===== src/rtl/multicycle_ctrl.sv =====
// multicycle_ctrl: Moore control FSM for a multicycle MIPS-subset datapath.
// FETCH -> DECODE -> EXEC -> (MEM) -> (WB) -> FETCH, with HALT on unsupported
// opcodes. Outputs are registered: they are computed from the next state and
// the next latched opcode/funct, so they always line up with the state output.
// Optional performance counters are enabled with the macro MC_PERF_CNT_EN.
module multicycle_ctrl #(
    parameter int CNT_W = 32
) (
    input  logic             clk,
    input  logic             reset,
    input  logic [31:0]      Instruction,
    input  logic             MemAck,
    output logic             PCWr,
    output logic             IRWr,
    output logic             RegWr,
    output logic             MemReq,
    output logic             MemWr,
    output logic             MemToReg,
    output logic             Branch,
    output logic             Jump,
    output logic             JumpReg,
    output logic             InvZero,
    output logic             ExtendMethod,
    output logic [1:0]       ALUsrc,
    output logic [1:0]       RegDst,
    output logic [2:0]       ALUcntrl,
    output logic [2:0]       state,
    output logic             halted,
    output logic [CNT_W-1:0] cycle_count,
    output logic [CNT_W-1:0] instr_count
);

    typedef enum logic [2:0] {
        S_FETCH  = 3'd0,
        S_DECODE = 3'd1,
        S_EXEC   = 3'd2,
        S_MEM    = 3'd3,
        S_WB     = 3'd4,
        S_HALT   = 3'd5
    } state_t;

    typedef enum logic [3:0] {
        C_R    = 4'd0,
        C_XORI = 4'd1,
        C_LW   = 4'd2,
        C_SW   = 4'd3,
        C_BR   = 4'd4,
        C_J    = 4'd5,
        C_JAL  = 4'd6,
        C_JR   = 4'd7,
        C_BAD  = 4'd8
    } cls_t;

    localparam logic [2:0] ALU_ADD = 3'd0;
    localparam logic [2:0] ALU_SUB = 3'd1;
    localparam logic [2:0] ALU_XOR = 3'd2;
    localparam logic [2:0] ALU_SLT = 3'd3;

    // Map an opcode/funct pair onto the instruction class driving the FSM.
    function automatic cls_t classify(input logic [5:0] op, input logic [5:0] fn);
        cls_t c;
        case (op)
            6'h00: begin
                case (fn)
                    6'h20, 6'h22, 6'h2A: c = C_R;
                    6'h08:               c = C_JR;
                    default:             c = C_BAD;
                endcase
            end
            6'h23:        c = C_LW;
            6'h2B:        c = C_SW;
            6'h04, 6'h05: c = C_BR;
            6'h0E:        c = C_XORI;
            6'h02:        c = C_J;
            6'h03:        c = C_JAL;
            default:      c = C_BAD;
        endcase
        return c;
    endfunction

    // ALU operation for the arithmetic R-type functs.
    function automatic logic [2:0] alu_of_funct(input logic [5:0] fn);
        logic [2:0] a;
        case (fn)
            6'h22:   a = ALU_SUB;
            6'h2A:   a = ALU_SLT;
            default: a = ALU_ADD;
        endcase
        return a;
    endfunction

    state_t     state_q, state_d;
    logic [5:0] op_q, op_d;
    logic [5:0] fn_q, fn_d;
    cls_t       cls_q, cls_d;

    logic       pcwr_q, pcwr_d, irwr_q, irwr_d, regwr_q, regwr_d;
    logic       memreq_q, memreq_d, memwr_q, memwr_d, memtoreg_q, memtoreg_d;
    logic       branch_q, branch_d, jump_q, jump_d, jumpreg_q, jumpreg_d;
    logic       invzero_q, invzero_d, ext_q, ext_d, halted_q, halted_d;
    logic [1:0] alusrc_q, alusrc_d, regdst_q, regdst_d;
    logic [2:0] aluc_q, aluc_d;

    // Only opcode and funct are consumed; the operand fields belong to the datapath.
    logic unused_instr_s;
    assign unused_instr_s = ^Instruction[25:6];

    assign cls_q = classify(op_q, fn_q);
    assign cls_d = classify(op_d, fn_d);

    // Next-state logic and opcode/funct latch.
    always_comb begin
        state_d = state_q;
        op_d    = op_q;
        fn_d    = fn_q;
        case (state_q)
            S_FETCH: begin
                op_d    = Instruction[31:26];
                fn_d    = Instruction[5:0];
                state_d = S_DECODE;
            end
            S_DECODE: begin
                if (cls_q == C_BAD) state_d = S_HALT;
                else                state_d = S_EXEC;
            end
            S_EXEC: begin
                case (cls_q)
                    C_R, C_XORI: state_d = S_WB;
                    C_LW, C_SW:  state_d = S_MEM;
                    default:     state_d = S_FETCH;
                endcase
            end
            S_MEM: begin
                if (MemAck) begin
                    if (cls_q == C_LW) state_d = S_WB;
                    else               state_d = S_FETCH;
                end else begin
                    state_d = S_MEM;
                end
            end
            S_WB:    state_d = S_FETCH;
            S_HALT:  state_d = S_HALT;
            default: state_d = S_FETCH;
        endcase
    end

    // Output decode for the state being entered, so outputs can be registered.
    always_comb begin
        pcwr_d = 1'b0; irwr_d = 1'b0; regwr_d = 1'b0; memreq_d = 1'b0;
        memwr_d = 1'b0; memtoreg_d = 1'b0; branch_d = 1'b0; jump_d = 1'b0;
        jumpreg_d = 1'b0; invzero_d = 1'b0; ext_d = 1'b0; halted_d = 1'b0;
        alusrc_d = 2'd0; regdst_d = 2'd0; aluc_d = ALU_ADD;
        // ALU selects are set for EXEC and held through MEM/WB of the same instruction.
        if (state_d == S_EXEC || state_d == S_MEM || state_d == S_WB) begin
            case (cls_d)
                C_R:  begin alusrc_d = 2'd2; aluc_d = alu_of_funct(fn_d); end
                C_XORI: begin alusrc_d = 2'd0; ext_d = 1'b1; aluc_d = ALU_XOR; end
                C_LW, C_SW: begin alusrc_d = 2'd0; ext_d = 1'b0; aluc_d = ALU_ADD; end
                default: begin alusrc_d = 2'd0; aluc_d = ALU_ADD; end
            endcase
        end else begin
            alusrc_d = 2'd0;
        end
        case (state_d)
            S_FETCH: begin
                irwr_d = 1'b1;
                pcwr_d = 1'b1;
            end
            S_EXEC: begin
                case (cls_d)
                    C_BR: begin
                        alusrc_d  = 2'd2;
                        aluc_d    = ALU_SUB;
                        branch_d  = 1'b1;
                        pcwr_d    = 1'b1;
                        invzero_d = (op_d == 6'h05);
                    end
                    C_J: begin
                        jump_d = 1'b1;
                        pcwr_d = 1'b1;
                    end
                    C_JAL: begin
                        jump_d   = 1'b1;
                        pcwr_d   = 1'b1;
                        regwr_d  = 1'b1;
                        regdst_d = 2'd2;
                        alusrc_d = 2'd1;
                    end
                    C_JR: begin
                        jumpreg_d = 1'b1;
                        pcwr_d    = 1'b1;
                    end
                    default: begin
                        pcwr_d = 1'b0;
                    end
                endcase
            end
            S_MEM: begin
                memreq_d = 1'b1;
                memwr_d  = (cls_d == C_SW);
            end
            S_WB: begin
                regwr_d    = 1'b1;
                regdst_d   = (cls_d == C_R) ? 2'd1 : 2'd0;
                memtoreg_d = (cls_d == C_LW);
            end
            S_HALT: begin
                halted_d = 1'b1;
            end
            default: begin
                halted_d = 1'b0;
            end
        endcase
    end

    // State, latched instruction fields and registered outputs.
    always_ff @(posedge clk) begin
        if (reset) begin
            state_q <= S_FETCH; op_q <= 6'd0; fn_q <= 6'd0;
            pcwr_q <= 1'b0; irwr_q <= 1'b0; regwr_q <= 1'b0; memreq_q <= 1'b0;
            memwr_q <= 1'b0; memtoreg_q <= 1'b0; branch_q <= 1'b0; jump_q <= 1'b0;
            jumpreg_q <= 1'b0; invzero_q <= 1'b0; ext_q <= 1'b0; halted_q <= 1'b0;
            alusrc_q <= 2'd0; regdst_q <= 2'd0; aluc_q <= 3'd0;
        end else begin
            state_q <= state_d; op_q <= op_d; fn_q <= fn_d;
            pcwr_q <= pcwr_d; irwr_q <= irwr_d; regwr_q <= regwr_d; memreq_q <= memreq_d;
            memwr_q <= memwr_d; memtoreg_q <= memtoreg_d; branch_q <= branch_d; jump_q <= jump_d;
            jumpreg_q <= jumpreg_d; invzero_q <= invzero_d; ext_q <= ext_d; halted_q <= halted_d;
            alusrc_q <= alusrc_d; regdst_q <= regdst_d; aluc_q <= aluc_d;
        end
    end

    assign state        = state_q;
    assign PCWr         = pcwr_q;
    assign IRWr         = irwr_q;
    assign RegWr        = regwr_q;
    assign MemReq       = memreq_q;
    assign MemWr        = memwr_q;
    assign MemToReg     = memtoreg_q;
    assign Branch       = branch_q;
    assign Jump         = jump_q;
    assign JumpReg      = jumpreg_q;
    assign InvZero      = invzero_q;
    assign ExtendMethod = ext_q;
    assign ALUsrc       = alusrc_q;
    assign RegDst       = regdst_q;
    assign ALUcntrl     = aluc_q;
    assign halted       = halted_q;

`ifdef MC_PERF_CNT_EN
    logic [CNT_W-1:0] cyc_q, ins_q;
    logic             retire_s;

    // An instruction retires whenever EXEC, MEM or WB hands control back to FETCH.
    assign retire_s = ((state_q == S_EXEC) || (state_q == S_MEM) || (state_q == S_WB))
                      && (state_d == S_FETCH);

    // Free-running cycle counter and retired-instruction counter, both wrapping.
    always_ff @(posedge clk) begin
        if (reset) begin
            cyc_q <= {CNT_W{1'b0}};
            ins_q <= {CNT_W{1'b0}};
        end else begin
            cyc_q <= cyc_q + {{(CNT_W-1){1'b0}}, 1'b1};
            if (retire_s) ins_q <= ins_q + {{(CNT_W-1){1'b0}}, 1'b1};
            else          ins_q <= ins_q;
        end
    end

    assign cycle_count = cyc_q;
    assign instr_count = ins_q;
`else
    assign cycle_count = {CNT_W{1'b0}};
    assign instr_count = {CNT_W{1'b0}};
`endif

endmodule


===== config.mk =====
export PLATFORM = sky130hd
export DESIGN_NAME = multicycle_ctrl
export DESIGN_NICKNAME = d
export VERILOG_FILES = /design/src/rtl/multicycle_ctrl.sv
export SDC_FILE = /design/constraint.sdc
export NUM_CORES = 1
export LEC_CHECK = 0
export BUFFER_PORTS_ARGS = -buffer_cell sky130_fd_sc_hd__buf_2
export CAP_MARGIN = 20
export CORE_ASPECT_RATIO = 0.75
export CORE_UTILIZATION = 32
export DETAILED_ROUTE_END_ITERATION = 10
export SYNTH_ARGS = -nofsm -noshare
export SYNTH_HDL_FRONTEND = slang
export SYNTH_SLANG_ARGS = --single-unit

===== constraint.sdc =====
create_clock -name clk -period 6.2 [get_ports clk]
set_input_delay 1.24 -clock clk [delete_from_list [all_inputs] [get_ports clk]]
set_output_delay 1.24 -clock clk [all_outputs]
set_load 0.01 [all_outputs]

== After elaboration in Yosys (flattened, before gate mapping) ==
Cells that the tools add are included.

* Add/sub/neg operators: 0
* $mul: 0
* Div/mod/pow operators: 0
* Magnitude comparators: 0
* Eq/ne operators: 41
* Shift-type cells: 0
* Multiplexer cells: 34
* Bitwise gates (word level): 5
* Reduce and logical (&&, ||, !) cells: 21

{| class="wikitable"
|+ Operators by type and width
! cell !! number
|-
| $eq A6 B6 Y1 const B || 10
|-
| $pmux W4 S7 || 2
|-
| $eq A6 B2 Y1 const B || 4
|-
| $eq A6 B3 Y1 const B || 4
|-
| $eq A6 B4 Y1 const B || 4
|-
| $mux W3 || 6
|-
| $reduce_or A2 Y1 || 9
|-
| $eq A4 B2 Y1 const B || 4
|-
| $eq A4 B3 Y1 const B || 4
|-
| $pmux W4 S2 || 2
|-
| $pmux W3 S5 || 1
|-
| $eq A3 B2 Y1 const B || 4
|-
| $logic_not A6 Y1 || 2
|-
| $mux W6 || 2
|-
| $pmux W2 S2 || 3
|-
| $pmux W3 S2 || 2
|-
| $mux W1 || 10
|-
| $eq A3 B3 Y1 const B || 3
|-
| $reduce_or A3 Y1 || 3
|-
| $eq A4 B1 Y1 const B || 2
|-
| $logic_not A4 Y1 || 2
|-
| $mux W2 || 4
|-
| $logic_not A3 Y1 || 2
|-
| $not A1 Y1 || 5
|-
| 5 further kinds || 7
|}

* Flip-flop bits (word level): 34
* Latch bits: 0
* Memory bits (writable): 0
* Memory bits (read-only): 0
* Input port bits: 35
* Output and inout port bits: 86
* Logic and storage cells: 119
* Memories: 0

== Logic depth before layout (Yosys ltp) ==
Gate-level depths: netlist (run 1).

* Word-level depth: 14
* Depth in mapped cells: 9
* Depth with buffers taken out: 7

== Worst setup path after synthesis (run 1) ==
No wires, ideal clock.

* Path kind: input to register
* Start point: in Instruction[28]
* End point: reg aluc_q[1], in the netlist ALUcntrl[1]
* Setup time: 58 ps
* Data arrival time: 2654 ps
* Required time: 6142 ps
* Setup slack: 3488 ps
* Stages on the path: 8
* Path buffers: 1
* Path through: clkbuf_1 -> nor2b_1 -> nand2_1 -> o22a_1 -> o211a_1 -> nand3_1 -> nor4b_1 -> o21a_1

* Longest elaborated chain between the ends: 9
* Elaborated cells between the ends (all ways): 18
* Those cells by class: eq/ne: 9; mux: 6; reduce/logical: 3

{| class="wikitable"
|+ RTL lines
! element !! RTL line !! text
|-
| start: declaration || 11 || <nowiki>input logic [31:0] Instruction,</nowiki>
|-
| $mux W6 (*) || 116 || <nowiki>case (state_q)</nowiki>
|-
| $eq A6 B3 Y1 || 62 || <nowiki>case (op)</nowiki>
|-
| $reduce_or A2 Y1 || 62 ||
|-
| $pmux W4 S7 (*) || 62 ||
|-
| $eq A4 B1 Y1 or $logic_not A4 Y1 (tied branches) || 155 || <nowiki>case (cls_d)</nowiki>
|-
| $pmux W3 S2 || 155 ||
|-
| $mux W3 || 154 || <nowiki>if (state_d == S_EXEC || state_d == S_MEM || state_d == S_WB) begin</nowiki>
|-
| $mux W3 || 170 || <nowiki>case (cls_d)</nowiki>
|-
| $mux W3 (*) || 164 || <nowiki>case (state_d)</nowiki>
|-
| end signal: assignment || 229 || <nowiki>alusrc_q <= alusrc_d; regdst_q <= regdst_d; aluc_q <= aluc_d;</nowiki>
|-
| end: declaration || 102 || <nowiki>logic [2:0] aluc_q, aluc_d;</nowiki>
|}

Mark *: on every way between the ends. The rest lies on a longest branch, timed or not.
A chain may end at the register's enable or synchronous reset.

== Worst setup path in the final report (run 1) ==
* Start point: in Instruction[0]
* End point: reg aluc_q[0], in the netlist ALUcntrl[0]

* Longest elaborated chain between the ends: 10
* Elaborated cells between the ends (all ways): 16
* Those cells by class: eq/ne: 6; mux: 8; reduce/logical: 2

{| class="wikitable"
|+ RTL lines
! element !! RTL line !! text
|-
| $mux W6 (*) || 116 ||
|-
| $eq A6 B6 Y1, on equally long branches || 64, 84 ||
|-
| $reduce_or A3 Y1 || 64 || <nowiki>case (fn)</nowiki>
|-
| $pmux W4 S2 || 64 ||
|-
| $pmux W4 S7 || 62 ||
|-
| $eq A4 B1 Y1 or $logic_not A4 Y1 (tied branches) || 155 ||
|-
| $pmux W3 S2 || 155 ||
|-
| $mux W3 || 154 ||
|-
| $mux W3 || 170 ||
|-
| $mux W3 (*) || 164 ||
|}

Marks and branches as above.

==> results of run 1 <==
[cells in the mapped netlist (2+ instances only)]
cell type  count  area share [%]
o21ai_0        6             1.3
nand4b_1       2            0.78
nand2_1       32             5.3
nand2b_1       6             1.7
nand3_1        5             1.1
clkbuf_1       8             1.3
nor2_1        16             2.7
nand3b_1       3             1.0
nor4_1         3            0.83
dfxtp_1       33              29
or4b_2         2            0.89
buf_6          2             1.0
o21a_1         4             1.3
and2_1         2            0.55
a31oi_1        5             1.4
nor2b_1        7             1.9
buf_1          2            0.33
or3_1          2            0.55
o211ai_1       3             1.0
buf_4         66              22
xnor2_1        4             1.6
nor4b_1        2            0.78
inv_1          3            0.50
o32ai_1        2            0.78
or3_2          2            0.66
nand4_1        3            0.83
nor3_1        10             2.2
a21oi_1       17             3.8
nor3b_1        2            0.66
[cells in the final DEF (no fill, tap or decap), drive strengths merged, types with 3 or more instances in the layout]
cell type / instances
conb: 65
buf: 36
dfxtp: 33
nand2: 32
a21oi: 17
nor2: 17
nor3: 11
nor2b: 7
o21ai: 7
clkbuf: 7
nand2b: 6
nand3: 5
a31oi: 5
or3: 5
xnor2: 4
o21a: 4
nand4: 3
nand3b: 3
nor4: 3
inv: 3
o211ai: 3
nor3b: 3
[report_power, final]
group / leakage (nW) / switching [mW] / internal [mW]
Sequential: 0.269 / 0.0440 / 0.243
Combinational: 0.700 / 0.188 / 0.117
Clock: 0.0585 / 0.0800 / 0.131
[metal layers]
layer  routed length [µm]  vias to the layer above
li1                     -                      908
met1                 2310                      837
met2                 2070                       60
met3                  264                        7
met4                   66                        0
met5                    0                        -
[worst max path at each step]
stage / from / end / slack [ns] / depth (start not counted)
6_report: Instruction[0] / ALUcntrl[0] / 3.48 / 8
3_5_place_dp: Instruction[0] / ALUcntrl[0] / 3.18 / 8
5_1_grt: state[0] / ALUcntrl[1] / 3.33 / 7
2_1_floorplan: Instruction[28] / ALUcntrl[1] / 3.49 / 8
3_3_place_gp: Instruction[0] / ALUcntrl[0] / 3.20 / 8
4_1_cts: Instruction[0] / ALUcntrl[0] / 3.49 / 8
[layout make-up]
class,count,share of cell area (%)
Multi-Input combinational cell,232,54.2
Sequential cell,33,28.1
Timing Repair Buffer,36,7.78
Tap cell,84,4.48
Clock buffer,7,3.68
Clock inverter,1,1.28
Inverter,3,0.479
[per-stage QoR]
step                utilization [%]  power (mW)  cell area (µm²)  std cells
detailed placement             32.7       0.593             2230        388
global placement               32.7       0.590             2230        388
global route                   34.4       0.860             2350        396
finish                         34.4       0.803             2350        396
CTS                            34.4       0.804             2350        396
floorplan                         -       0.554             2500        347
[critical path: stages]
cell and delay [ns]:
buf_2 0.11, nor3_1 0.30, nand3b_1 0.20, o211ai_1 0.20, nand3_1 0.11, or3_1 0.53
nor2_8 0.15, a31o_1 0.10
[cell families after synthesis]
family                    after synthesis
and+or+nand+nor                       111
buffers and inverters                  82
AOI/OAI and AO/OA                      51
DFF                                    33
xor gates and xnor gates                4
muxes                                   1
other                                   1
[flip-flops by register name, indices dropped and copies added, names as in the netlist]
name          count
op_q              6
InvZero           1
PCWr              1
MemToReg          1
MemWr             1
RegDst            2
Branch            1
ExtendMethod      1
IRWr              1
RegWr             1
state             3
MemReq            1
JumpReg           1
ALUsrc            2
ALUcntrl          2
fn_q              6
halted            1
Jump              1
==> results.md, run 1 <==
* Num CTS Buffers at 5
* Setup violators final at 0
* Post-synthesis compound-gate area fraction at 15.2%
* Die width at 99.0 µm
* Routed Antenna Nets at 0
* Initial DRC count at 105
* Routed Wire Length at 4720 µm
* Max-cap viol count at 0
* Core Region at 6830 µm²
* Avg Cell Area, Syn at 7.98 µm²
* Placed wire-length estimate at 3490 µm
* Clock latency on the worst-skew pair at 0.29 ns
* CTS Hold Bufs at 0
* Number of synthesized flops with an enable pin at 0
* CTS tree: built
* Peak VDD IR at 0.101 mV
* DR vias at 1812
* Area taken by multi-input logic gates at 1270 µm²
* Synth Area in XOR/XNOR at 1.55%
* Simple-Gate Fraction of Synth Area at 28.1%
* Largest net degree at the start of global routing at 25
* Outcome: completed
* CTS Root Cell: clkbuf_8
* Fin Setup TNS at 0 ns
* Post-Synthesis Cells at 283
* Main synth FF type: dfxtp_1
* Clock sinks at 33
* Port bufs at 35
* Number of global-route vias before repair at 1471
* Final WS setup at 3.48 ns
* Leak pwr at 1.03 nW
* Fmax at 0.368 GHz
* Synthesis-to-finish area growth at 3.93%
* Critical Path AT at 2.95 ns
* Global-route wire length before repair at 7470 µm
* Max Fanout on Critical Path at 9
* Critical R2R Launch: state[0]
* Final period utilization at 43.8%
* Post-place setup slack at 3.18 ns
* Layout cell share with drive strength beyond 1 at 18.6%
* Grt total ovfl at 0
* Min cycle time layout at 2.72 ns
* Final Max Tran Viols at 0
* Routability-driven placement congestion ratio at 0.818
* Post-CTS Setup Inserts at 0
* Flop2flop setup slack at 3.59 ns
* Reg area at 661 µm²
* WS Path Type: in2reg
* Hold Path Sink: fn_q[0]
* GRT Util Overall at 13.0%
* Starting density of the core at 33.1%
* Asr flop ratio synth at 0%
* Synth unique cells at 58
* Most used routing layer: met2
* Hold slack at 0.454 ns
* Worst Skew at 0.00852 ns
* Crit path capture type: flop
* Worst path required time at 6.43 ns
* Slew Limit Headroom at 50.0%
* Grt met2 use at 19.3%
* Clock slew at reported path FFs at 0.07 ns
* H-tree depth at 2
* Rows at 26
* R2r worst-path depth at 7
* Post-CTS Resized at 0
* HP Class: reg2reg
* DRC at 0
* Grt met1 use at 18.2%
* Vias/cell at 4.58
* Final hold vios at 0
* Routed wire per std cell at 11.9 µm
* Pwr Density at 342 nW/µm²
* Hold_sp: fn_q[0]
* Diodes inserted at 0
* Synthesized-area fraction occupied by adder cells at 0%
* Max Root-Sink Buffers at 2
* Hold Crit Depth at 2
* Measured slew at the worst slew-check pin at 0.750 ns
* CP startpoint kind: primary input
* Synth Cell Area at 2260 µm²
* IO Pins at 121
* Initial antenna violation count at 0
* Largest family of logic cells by synthesized area: simple AND/OR/NAND/NOR gates
* Die Footprint at 7400 µm²
* Met3 Usage GRT at 3.81%
* First-pass DRT Iterations at 4
* Worst r2r dst: ALUcntrl[1]
* Yosys warning count at 0
* Share of the yosys chip area belonging to registers at 29.2%
* Unrepaired setup endpoints after global routing: false
* Fillers at 741
* Nets at 346
* Synthesized flop and latch total at 33
* Mux cell area share after synthesis at 0.443%
* Die H at 74.8 µm
Note: power is estimated with default switching activity, not from simulation.
==> run 2: changes to the inputs <==
- clock period: 6.2 -> 2.7 ns (I/O delays scaled with it)
==> run 2 against run 1 <==
Against the previous run: clock-buffer cell count shrank 2; setup slack lost 3.2 ns; largest cell class unchanged; global-route usage is 0.075 points lower; utilization rose by 0.86 points; sequential share of layout area is 0.69 points lower; critical path type is now reg2reg; via count increased by 2.6%; critical endpoint is now PCWr; largest power group unchanged.
==> results.md, run 2 (synthesis results as in run 1) <==
* Final hold vios at 0 (unchanged)
* Post-place setup slack at 0.310 ns (-2.87 ns)
* Slew Limit Headroom at 65.3% (+15 points)
* Max Root-Sink Buffers at 2 (unchanged)
* Power Total at 1.89 mW (+130%)
* H-tree depth at 2 (unchanged)
* Nets at 354 (+2.3%)
* CTS Root Cell: clkbuf_8
* Post-CTS Resized at 0 (unchanged)
* Cell area after layout at 2410 µm² (+2.5%)
* Die H at 74.8 µm (unchanged)
* Critical R2R Launch: op_q[2]
* Commonest non-fill, non-tap cell in the layout: conb_1
* Critical Path Sink: PCWr
* Placed wire-length estimate at 3680 µm (+5.6%)
* Peak VDD IR at 0.398 mV (+290%)
* Min cycle time layout at 2.44 ns
* Routed wire per std cell at 11.8 µm (-0.86%)
* Most used routing layer: met2
* Routability-driven placement congestion ratio at 0.888 (+8.6%)
* CP startpoint kind: flop
* Final period utilization at 90.3%
* Vias/cell at 4.60 (+0.62%)
* Measured slew at the worst slew-check pin at 0.519 ns (-0.231 ns)
* Outcome: completed
* Fmax at 0.410 GHz
* Max Fanout on Critical Path at 15 (+6)
* Die width at 99.0 µm (unchanged)
* Port bufs at 35 (unchanged)
* Commonest non-fill, non-tap cells in the layout: conb_1, buf_2, dfxtp_1
* Worst path required time at 2.87 ns (-3.56 ns)
* Number of global-route vias before repair at 1549 (+5.3%)
* Clock slew at reported path FFs at 0.08 ns (about the same)
* DRC at 0 (unchanged)
* Worst r2r dst: PCWr
* Fillers at 746 (+0.67%)
* Num CTS Buffers at 5 (unchanged)
* Placed inst area at 2290 µm² (+2.7%)
* CTS tree: built
* Diodes inserted at 0 (unchanged)
* Grt total ovfl at 0 (unchanged)
* Initial DRC count at 161 (+53%)
* Clock sinks at 33 (unchanged)
* Post-CTS Setup Inserts at 0 (unchanged)
* Setup violators final at 0 (unchanged)
* GRT Util Overall at 13.0% (-0.075 points)
* Worst Skew at 0.00614 ns (-0.00238 ns)
* R2r worst-path depth at 7 (unchanged)
* Final Max Tran Viols at 0 (unchanged)
* Core Region at 6830 µm² (unchanged)
* Grt met2 use at 19.7% (+0.47 points)
* Layout cell share with drive strength beyond 1 at 20.9% (+2.3 points)
* Leak pwr at 1.06 nW (+3.5%)
* Worst Setup SP: op_q[2]
* HP Class: reg2reg
* Critical Path AT at 2.61 ns (-0.34 ns)
* Flop2flop setup slack at 0.26 ns (-3.33 ns)
* Hold slack at 0.451 ns (-0.00286 ns)
* Rows at 26 (unchanged)
* Met3 Usage GRT at 3.25% (-0.56 points)
* Routed Wire Length at 4770 µm (+1.1%)
* Grt met1 use at 18.2% (about the same)
* Largest net degree at the start of global routing at 16 (-36%)
* Die Footprint at 7400 µm² (unchanged)
* Fin Setup TNS at 0 ns (unchanged)
* Starting density of the core at 33.1% (unchanged)
* Max-cap viol count at 0 (unchanged)
* Pwr Density at 783 nW/µm² (+130%)
* DR vias at 1860 (+2.6%)
* WS Path Type: reg2reg
* Synthesis-to-finish area growth at 6.53%
* CTS Hold Bufs at 0 (unchanged)
* First-pass DRT Iterations at 4 (unchanged)
* Initial antenna violation count at 0 (unchanged)
* Routed Antenna Nets at 0 (unchanged)
* Final WS setup at 0.263 ns (-3.22 ns)
* Crit path capture type: flop
* IO Pins at 121 (unchanged)
* Unrepaired setup endpoints after global routing: false
* Clock latency on the worst-skew pair at 0.29 ns (about the same)
* Global-route wire length before repair at 7490 µm (+0.28%)
[run 2: cell count changes in the layout (fill, tap and decap cells not counted), sizes merged]
| cell | before | now |
|---|---|---|
| clkinv | 0 | 1 |
| clkbuf | 7 | 5 |
| clkinvlp | 0 | 1 |
| buf | 36 | 44 |
[run 2: final cells by class]
| type | count | area [µm²] | share of cell area (%) |
|---|---|---|---|
| Multi-Input combinational cell | 232 | 1270 | 52.9 |
| Clock inverter | 3 | 46.3 | 1.92 |
| Timing Repair Buffer | 44 | 243 | 10.1 |
| Inverter | 3 | 11.3 | 0.468 |
| Clock buffer | 5 | 68.8 | 2.86 |
| Sequential cell | 33 | 661 | 27.4 |
| Tap cell | 84 | 105 | 4.37 |
[run 2: where the power goes]
group	internal, mW	switching, mW	total [mW]
Sequential	0.557	0.0720	0.629
Combinational	0.313	0.470	0.782
Clock	0.276	0.197	0.473
[run 2: worst min path at each step]
stage               startpoint       to  slack [ns]  cells past startpoint
finish                 fn_q[4]  fn_q[4]        0.45                      2
global route           fn_q[4]  fn_q[4]        0.47                      2
CTS                    fn_q[4]  fn_q[4]        0.46                      2
detailed placement     fn_q[4]  fn_q[4]        0.44                      2
global placement       fn_q[0]  fn_q[0]        0.44                      2
floorplan              fn_q[4]  fn_q[4]        0.43                      2
[run 2: per-stage QoR]
step           cells  utilization [%]
2_1_floorplan    347                -
3_3_place_gp     396             33.6
3_5_place_dp     396             33.6
4_1_cts          404             35.2
5_1_grt          404             35.2
6_report         404             35.2
[run 2: metal layers]
metal,vias up,share of wire [%]
met2,65,45
met5,-,0
met3,8,5.2
met4,0,1.3
met1,871,48
li1,916,-
[run 2: worst max-delay path, cell delays in order (launching register included)]
cell and delay [ns]:
dfxtp_1 0.65, nand4b_1 0.29, o21ai_0 0.13, o21a_1 0.24, or3_2 0.48, o2111a_1 0.21, nor3b_2 0.18, nand2b_1 0.14
==> run 3: changes to the inputs <==
- CORE_UTILIZATION: 32 -> 30
- PLACE_DENSITY: not set -> 0.54
==> run 3 against run 2 <==
Against the previous run: cell area shrank 0.94%; highest routed layer unchanged; global-route usage grew 0.39 points; via count shrank 1.9%; critical path type unchanged; combinational power shrank 2.7%; first-iteration DRC count shrank 37%; die area grew 6.5%; sequential share of layout area grew 0.26 points; clock skew is essentially flat.
==> results.md, run 3 (synthesis results as in run 1) <==
* Vias/cell at 4.35 (-5.4%)
* Layout cell share with drive strength beyond 1 at 20.4% (-0.50 points)
* Max Root-Sink Buffers at 2 (unchanged)
* Initial antenna violation count at 0 (unchanged)
* Placed wire-length estimate at 3820 µm (+3.8%)
* CP Cell Sequence: nand4b_1, o21ai_0, o21a_1, or3_2, o2111a_1, nor3b_2, nand2b_1
* Routed Antenna Nets at 0 (unchanged)
* Worst Setup SP: op_q[2]
* Fin Setup TNS at 0 ns (unchanged)
* Leak pwr at 1.04 nW (-1.9%)
* Worst path required time at 2.86 ns (about the same)
* Slowest Stage Delay on Critical Path at 0.64 ns (about the same)
* Post-CTS Setup Inserts at 0 (unchanged)
* Commonest non-fill, non-tap cells in the layout: conb_1, buf_2, dfxtp_1
* Hold_sp: fn_q[4]
* Final Max Tran Viols at 0 (unchanged)
* Crit path capture type: flop
* Commonest non-fill, non-tap cell in the layout: conb_1
* Die H at 77.2 µm (+3.2%)
* Num CTS Buffers at 5 (unchanged)
* CP startpoint kind: flop
* Port bufs at 35 (unchanged)
* CTS tree: built
* Initial DRC count at 102 (-37%)
* CP top delay family: simple AND/OR/NAND/NOR gates
* Crit path buf inv count at 0 (unchanged)
* Logic depth of the worst path, buffers included at 7 (unchanged)
* Outcome: completed
* Post-CTS Resized at 0 (unchanged)
* Placed inst area at 2300 µm² (+0.27%)
* Flop2flop setup slack at 0.25 ns (-0.02 ns)
* Number of global-route vias before repair at 1622 (+4.7%)
* Unrepaired setup endpoints after global routing: false
* Starting density of the core at 30.8% (-2.3 points)
* Min cycle time layout at 2.45 ns (+0.0168 ns)
* CTS Hold Bufs at 0 (unchanged)
* Max-cap viol count at 0 (unchanged)
* Hold Crit Depth at 2 (unchanged)
* Grt total ovfl at 0 (unchanged)
* Area taken by multi-input logic gates at 1270 µm² (unchanged)
* GRT Util Overall at 13.4% (+0.39 points)
* H-tree depth at 2 (unchanged)
* Fillers at 793 (+6.3%)
* Peak VDD IR at 0.212 mV (-47%)
* Fmax at 0.407 GHz (-0.69%)
* Synthesis-to-finish area growth at 5.54%
* Clock sinks at 33 (unchanged)
* Worst Skew at 0.00593 ns (-0.000215 ns)
* Cell area after layout at 2380 µm² (-0.94%)
* Die width at 102 µm (+3.2%)
* Reg area at 661 µm² (unchanged)
* Setup violators final at 0 (unchanged)
* IO Pins at 121 (unchanged)
* DRC at 0 (unchanged)
* Critical Path AT at 2.62 ns (about the same)
* Final WS setup at 0.246 ns (-0.0168 ns)
* HP Class: reg2reg
* Final hold vios at 0 (unchanged)
* Rows at 27 (+3.8%)
* First-pass DRT Iterations at 4 (unchanged)
* Diodes inserted at 0 (unchanged)
* Largest net degree at the start of global routing at 21 (+5)
* Core Region at 7330 µm² (+7.3%)
* Max Fanout on Critical Path at 15 (unchanged)
* Pwr Density at 743 nW/µm² (-5.2%)
* Final period utilization at 90.9% (+0.62 points)
* Nets at 352 (-0.56%)
* Clock latency on the worst-skew pair at 0.29 ns (about the same)
* Global-route wire length before repair at 8020 µm (+7.1%)
* Routed wire per std cell at 11.9 µm (+0.95%)
* WS Path Type: reg2reg
* Critical R2R Launch: op_q[2]
* Die Footprint at 7890 µm² (+6.5%)
* DR vias at 1824 (-1.9%)
* Post-place setup slack at 0.293 ns (-0.0168 ns)
* Routability-driven placement congestion ratio at 0.846 (-4.7%)
* Routed Wire Length at 4990 µm (+4.7%)
* Slew Limit Headroom at 66.0% (+0.76 points)
* CTS Root Cell: clkbuf_8
* Clock slew at reported path FFs at 0.07 ns (about the same)
* Measured slew at the worst slew-check pin at 0.509 ns (-0.00969 ns)
* Slowest-stage cell, CP: dfxtp_1
* R2r worst-path depth at 7 (unchanged)
run 3: cell types whose count changed in the layout (fill, tap and decap cells not counted):
cell,previous run,this run
buf_4,9,7
bufinv_16,1,0
clkinv_2,0,2
clkinv_4,1,0
run 3: per-layer routing:
| layer | part of all wire (%) | track usage, % | vias up |
|---|---|---|---|
| met3 | 5.3 | 4.83 | 7 |
| li1 | - | - | 913 |
| met5 | 0 | 0 | - |
| met4 | 1.1 | 3.29 | 0 |
| met1 | 49 | 18.5 | 850 |
| met2 | 45 | 19.5 | 54 |
run 3: worst register-to-register path, stage by stage (launching register included):
cell      delay (ns)
dfxtp_1         0.64
nand4b_1        0.29
o21ai_0         0.14
o21a_1          0.25
or3_2           0.48
o2111a_1        0.21
nor3b_2         0.18
nand2b_1        0.14
run 3: through the flow:
step	total power, mW	hold WS (ns)	cells	utilization (%)
after floorplan	1.27	0.431	347	-
after global routing	1.91	0.481	419	32.5
final	1.77	0.455	419	32.5
after global placement	1.40	0.442	411	31.4
after detailed placement	1.40	0.448	411	31.4
after CTS	1.78	0.458	419	32.5
run 3: power breakdown:
| part | leakage (nW) | internal (mW) | switching, mW |
|---|---|---|---|
| sequential | 0.269 | 0.558 | 0.0806 |
| clock | 0.0439 | 0.178 | 0.195 |
| combinational | 0.731 | 0.297 | 0.464 |
| total | 1.04 | 1.03 | 0.739 |
run 3: path summary, 6_finish.rpt:
path / to
max: PCWr
min: fn_q[4]
max reg2reg: PCWr
min reg2reg: fn_q[4]
run 3: final cells by class:
cell class / instances / area share (%)
Inverter: 3 / 0.472
Timing Repair Buffer: 42 / 9.55
Tap cell: 101 / 5.30
Clock buffer: 5 / 2.89
Clock inverter: 3 / 0.735
Multi-Input combinational cell: 232 / 53.4
Sequential cell: 33 / 27.7
